### config.mk
export PLATFORM = sky130hd
export DESIGN_NAME = dsp_regfile_writeback
export DESIGN_NICKNAME = d
export VERILOG_FILES = /design/src/rtl/dsp_regfile_writeback.sv
export SDC_FILE = /design/constraint.sdc
export NUM_CORES = 1
export LEC_CHECK = 0
export ABC_CLOCK_PERIOD_IN_PS = 5800
export CORE_UTILIZATION = 40
export CTS_BUF_LIST = sky130_fd_sc_hd__clkbuf_8
export CTS_CLUSTER_SIZE = 30
export DETAILED_ROUTE_END_ITERATION = 8
export GPL_ROUTABILITY_DRIVEN = 0
export SLEW_MARGIN = 10
export SYNTH_ARGS = -nofsm -noshare
export SYNTH_HDL_FRONTEND = slang
export SYNTH_SLANG_ARGS = --single-unit
### constraint.sdc
create_clock -name clk -period 5.8 [get_ports clk]
set_input_delay 1.74 -clock clk [delete_from_list [all_inputs] [get_ports clk]]
set_output_delay 1.74 -clock clk [all_outputs]
set_load 0.01 [all_outputs]
### src/rtl/dsp_regfile_writeback.sv
// Register file and write-back stage for the DSP pipeline.
// A one-entry commit latch holds each write-back for one cycle before it lands in the array.
// Both read ports bypass from the incoming write (youngest) and from the latch.
// Register 0 is hard-wired to zero.
module dsp_regfile_writeback #(
  parameter int unsigned REG_WORD_LEN = 16,
  parameter int unsigned NUM_REGS     = 16,
  parameter int unsigned REG_ADDR_LEN = 4
) (
  input  logic                    clk,
  input  logic                    rst,
  input  logic                    wb_valid,
  input  logic [REG_ADDR_LEN-1:0] wb_addr,
  input  logic [REG_WORD_LEN-1:0] wb_data,
  input  logic                    mem_is_load,
  input  logic [REG_ADDR_LEN-1:0] rd_addr_s1,
  input  logic [REG_ADDR_LEN-1:0] rd_addr_s2,
  output logic [REG_WORD_LEN-1:0] rd_data_s1,
  output logic [REG_WORD_LEN-1:0] rd_data_s2,
  output logic                    hazard_stall,
  output logic [15:0]             commit_count
);

  logic [REG_WORD_LEN-1:0] regs_q [NUM_REGS];
  logic                    valid_q;
  logic [REG_ADDR_LEN-1:0] addr_q;
  logic [REG_WORD_LEN-1:0] data_q;
  logic [15:0]             commit_count_q;
  logic                    wb_live;

  // Writes to register 0 are discarded before they reach the latch.
  assign wb_live = wb_valid && (wb_addr != '0);

  // Commit latch, register array and commit counter; reset drops any in-flight entry.
  always_ff @(posedge clk) begin
    if (rst) begin
      for (int i = 0; i < NUM_REGS; i++) begin
        regs_q[i] <= '0;
      end
      valid_q        <= 1'b0;
      addr_q         <= '0;
      data_q         <= '0;
      commit_count_q <= '0;
    end else begin
      valid_q <= wb_live;
      addr_q  <= wb_addr;
      data_q  <= wb_data;
      // valid_q implies addr_q != 0, so register 0 is never written.
      if (valid_q) begin
        regs_q[addr_q] <= data_q;
        commit_count_q <= commit_count_q + 16'd1;
      end
    end
  end

  // Operand 1 read: zero register, then incoming write, then latch, then array.
  always_comb begin
    rd_data_s1 = regs_q[rd_addr_s1];
    if (rd_addr_s1 == '0) begin
      rd_data_s1 = '0;
    end else if (wb_live && (wb_addr == rd_addr_s1)) begin
      rd_data_s1 = wb_data;
    end else if (valid_q && (addr_q == rd_addr_s1)) begin
      rd_data_s1 = data_q;
    end
  end

  // Operand 2 read: same priority as operand 1.
  always_comb begin
    rd_data_s2 = regs_q[rd_addr_s2];
    if (rd_addr_s2 == '0) begin
      rd_data_s2 = '0;
    end else if (wb_live && (wb_addr == rd_addr_s2)) begin
      rd_data_s2 = wb_data;
    end else if (valid_q && (addr_q == rd_addr_s2)) begin
      rd_data_s2 = data_q;
    end
  end

  // Load-use hazard: decode needs a register that the load in the memory stage is producing.
  always_comb begin
    hazard_stall = !rst && mem_is_load && wb_live &&
                   ((wb_addr == rd_addr_s1) || (wb_addr == rd_addr_s2));
  end

  assign commit_count = commit_count_q;

endmodule
== Yosys cells after proc, flatten, opt, wreduce, memory -nomap -nowiden ==
Memories as Yosys holds them, arrays and structs flattened.
Cells that the tools add are included.
Storage, ports and cells
  memory bits (read-only): 0
  output and inout port bits: 49
  bits in latches: 0
  bits in writable memories: 256
  memories kept: 1
  register bits: 37
  input bits: 32
  word-level logic and storage cells: 38
Memory list
  regs_q: depth 16, width 16, rd ports 2, clocked after Yosys merged registers in 0, write ports 16, RTL line 24  | logic [REG_WORD_LEN-1:0] regs_q [NUM_REGS];
Operators by class
  bitwise logic cells: 0
  div/mod/pow operators: 0
  eq/ne operators: 4
  add/sub/neg operators: 1
  shifts and indexed selects: 0
  magnitude comparators: 0
  muxes and demuxes: 14
  reduce and logical (&&, ||, !) cells: 14
  $mul: 0
Operators with widths (number)
  $mux 16: 7
  $add 16x1->16 const B: 1
  $eq 4x4->1: 4
  $reduce_or 16->1: 1
  $logic_and 1x1->1: 8
  $logic_not 4->1: 2
  $mux 1: 6
  $mux 4: 1
  $reduce_bool 4->1: 1
  $logic_not 1->1: 1
  $logic_or 1x1->1: 1

== Longest topological paths before layout ==
  depth in word-level cells: 5
  mapped depth: 9
  gate-level depth less buffers: 5

== Worst setup path before layout ==
OpenSTA, ideal clock, no wires.
  path kind: input-to-output
  start: input port rd_addr_s1[0]
  end: output port rd_data_s1[0]
  data required time: 4060 ps
  path slack: 638 ps
  arrival time: 3422 ps
  stages: 8
  path buffers: 3
  cell sequence: buf_6 > xnor2_2 > nand4_1 > or2_1 > buf_6 > and3_4 > buf_6 > a2111oi_0
Between the ends
  cells in the longest elaborated chain, start to end: 5
  elaborated cells on any way between the ends: 9
  classes of those cells: eq/ne: 2; mux: 3; reduce/logical: 3; memory: 1
RTL lines
  start: declaration: RTL line 16  | input logic [REG_ADDR_LEN-1:0] rd_addr_s1,
  parallel branches: the longest is 4 deep, another holds $mem_v2 16x16
  $mux 16 *: RTL line 59  | if (rd_addr_s1 == '0) begin
  end: declaration: RTL line 18  | output logic [REG_WORD_LEN-1:0] rd_data_s1,
Every way passes the cells marked *.

== Worst setup path in the final report ==
  start: input port rd_addr_s2[1]
  end: output port rd_data_s2[12]
Between the ends
  cells in the longest elaborated chain, start to end: 5
  elaborated cells on any way between the ends: 9
  classes of those cells: eq/ne: 2; mux: 3; reduce/logical: 3; memory: 1
RTL lines
  start: declaration: RTL line 17  | input logic [REG_ADDR_LEN-1:0] rd_addr_s2,
  parallel branches: the longest is 4 deep, another holds $mem_v2 16x16
  $mux 16 *: RTL line 71  | if (rd_addr_s2 == '0) begin
  end: declaration: RTL line 19  | output logic [REG_WORD_LEN-1:0] rd_data_s2,
Marks and branches as above.

==> results.md <==
* Mapped Avg Cell Area at 12.6 sq um
* WL/cell at 26.2 um
* Total GRT Usage at 24.6%
* Root Buffer: clkbuf_8
* H-tree depth at 2
* Skew final at 0.0268 ns
* GRT overflow at 0
* Placed cell areas at 17,800 sq um
* Die ar. at 40,500 sq um
* Maximum vdd ir drop at 0.137 mV
* Die width at 201 um
* Sw Ratio at 27.1%
* Total Wirelength at 50,400 um
* Vias in the first global route at 12,100
* Layout cell share with drive strength beyond 1 at 29.2%
* Cell variety after synth at 45
* Clock share of power at 36.3%
* Minimum clock period at 5.70 ns
* Status: finished, final reports clean
* Final net count at 1,397
* Core area at 38,900 sq um
* Critical Path Start: rd_addr_s2[1]
* First-pass DRT Iterations at 5
* Vias/cell at 6.22
* IO Pins at 81
* FMAX at 0.175 GHz
* Area contributors post-synth: edfxtp_1 48%, mux4_2 14%, nor3_1 6.7%
* Final setup vio count at 0
* Clk slew on worst S/H paths at 0.05 ns
* Crit path max fanout at 12
* LEAKAGE at 6.85 nW
* Max Slew Vio Count at 0
* PwrDens at 257 nW/um^2
* Crit start category: input pin
* Sequential Power Share at 48.5%
* Netlist Area Pre-Place at 15,900 sq um
* Synth top area share at 48.4%
* Placed Cells at 1,821
* Cell taking the most area after synthesis: edfxtp_1
* End of the critical path: rd_data_s2[12]
* Initial Util at 40.8%
* Crit-path cells: buf_4, buf_12, buf_4, mux4_2, o22a_1, a311oi_1, a211oi_1, buf_4, dlygate4sd2_1
* Unrepaired setup endpoints after global routing: no
* Layout area overhead at 20.5%
* R2R Path Start: addr_q[0]
* Largest net degree at the start of global routing at 68
* Number of DRC markers in iteration 0 at 1,139
* Pint at 3.58 mW
* Rows at 72
* EDFF count, synth at 256
* Die height at 201 um
* Flop-to-flop setup slack at 2.54 ns
* #FFs+latches synth at 293
* Crit path arrival time at 3.96 ns
* CTS tree: yes
* Final worst-path cycle share at 98.3%
* R2r worst-path depth at 4
* WP data required at 4.06 ns
* Residual DRC at 0
* Slew headroom at 14.9%
* Register area share after synthesis at 53.1%
* CP Capture Type: output pin
* Async SR Flop Fraction at 0%
* CP Class: in2out
* Post-Syn Nets at 1,297
* Worst-Skew Late Latency at 0.58 ns
* Combinational share of power at 15.3%
* TritonCTS buffer count at 50
* HPWL Detailed at 32,500 um
* Most common cell on crit path: buf_4
* Fin cells at 1,924
* Final instance area at 19,100 sq um
* Worst path max stage delay at 0.52 ns
* Clock Sinks at 293
* Hold Path Class: reg2reg
* Synth Warn # at 0
* Final-report hold violation count at 0
* Top FF cell, synth: edfxtp_1
* Max Root-Sink Buffers at 3
* Max-cap violation count at 0
* Cts hold-fix bufs at 0
* Antenna diodes at 0
* NetSw at 1.33 mW
* Slowest CP cell: mux4_2
* Initial antenna violation count at 0
* Port bufs at 80
* Cells after synthesis at 1,264
* Worst Tran Pin Value at 1.28 ns
* Via count at 12,000
* Worst R2R End: regs_q[9][7]
* Routed Antenna Nets at 0
* First-pass GRT wire length at 75,500 um
-- logic make-up (layout without fill, tap and decap cells) --
logic type	count (synthesis)	after routing	synth area share, %
AOI/OAI and AO/OA	136	136	6.40
muxes	193	193	20.1
xor gates and xnor gates	29	29	1.65
buffers and inverters	176	317	4.79
DFF	293	293	53.1
and+or+nand+nor	436	437	13.9
adders and majority gates	1	1	0.0788
-- cells in the final DEF, fill, tap and decap left out, types with 24 or more instances in the layout --
cell type	netlist	final
edfxtp_1	256	256
nor2_1	81	81
dfxtp_1	37	35
mux2_2	48	48
inv_1	2	32
buf_4	5	113
o21ai_0	46	34
clkbuf_8	0	59
mux2i_1	49	47
nor4_1	65	64
mux4_2	96	96
nor3_1	212	203
clkdlybuf4s50_1	0	37
nand2_1	26	24
-- flip-flops by register name, indices dropped and copies added, names as in the netlist --
| signal | flops |
|---|---|
| data_q | 16 |
| valid_q | 1 |
| regs_q | 256 |
| commit_count | 16 |
| addr_q | 4 |
-- worst max-delay path: cells and delay by family --
kind / cells / cell delay (ns)
compound gates: 3 / 0.62
buf+inv: 5 / 1.06
mux: 1 / 0.52
-- layout make-up --
cell class,count,area [sq um]
fillers,3456,19800
flip-flops and latches,293,8430
well taps,518,648
clock inverters,35,135
clock buffers,59,812
multi-input cells,796,7070
inverters,18,67.6
repair buffers,205,1960
-- cells in the mapped netlist (4+ instances only) --
cell type and number:
mux2_2 48, xor2_1 11, buf_2 23, o22a_1 16, nand2b_1 4, nand4_1 6, mux4_2 96, a211oi_1 16
dfxtp_1 37, xnor2_1 17, buf_6 7, and2_1 4, edfxtp_1 256, mux2i_1 49, a311oi_1 16, nor3_1 212
clkbuf_1 94, clkinv_1 16, nand2_1 26, a2111oi_2 10, nor2b_1 22, a2111oi_0 5, nor4_1 65, buf_1 29
buf_4 5, o22ai_1 16, o31ai_1 4, o21ai_0 46, nor2_1 81
-- how the worst min path moves through the flow --
stage	start	endpoint	slack (ns)	depth (start not counted)
finish	commit_count[15]	commit_count[15]	0.51	2
global route	commit_count[15]	commit_count[15]	0.56	2
CTS	commit_count[15]	commit_count[15]	0.52	2
detailed placement	commit_count[15]	commit_count[15]	0.51	2
global placement	commit_count[15]	commit_count[15]	0.47	2
floorplan	commit_count[15]	commit_count[15]	0.50	2
-- layer usage --
layer | routed length [um] | part of all wire, % | global-route usage (%)
met4 | 1470 | 2.9 | 8.17
met5 | 0 | 0 | 0
met2 | 24400 | 48 | 41.1
met3 | 3640 | 7.2 | 3.40
met1 | 20900 | 41 | 33.2
-- power groups by stage --
| stage | Clock [mW] | Sequential [mW] | Combinational [mW] |
|---|---|---|---|
| 6_report | 1.78 | 2.38 | 0.751 |
| 5_1_grt | 1.89 | 2.39 | 0.787 |
| 4_1_cts | 1.80 | 2.38 | 0.734 |
| 3_5_place_dp | 0 | 2.42 | 0.727 |
| 3_3_place_gp | 0 | 2.42 | 0.723 |
| 2_1_floorplan | 0 | 2.41 | 0.397 |
-- through the flow --
stage | hold WS, ns | utilization, % | worst slack, ns | total power, mW | TNS (ns)
CTS | 0.520 | 48.5 | -0.0365 | 4.91 | -0.0653
finish | 0.512 | 49.1 | 0.101 | 4.91 | 0
detailed placement | 0.512 | 45.8 | -0.391 | 3.15 | -7.74
global route | 0.557 | 49.1 | 0.00250 | 5.06 | 0
floorplan | 0.502 | - | 0.638 | 2.81 | 0
global placement | 0.469 | 45.8 | -0.339 | 3.14 | -6.37
-- timing repair --
action                                  4_1_cts  5_1_grt
cloned                                        0        1
endpoints found under the setup margin       32       19
pin swaps                                     2        2
gates resized for setup                      46       42
setup buffers                                 1        7
Note: power is estimated with default switching activity, not from simulation.
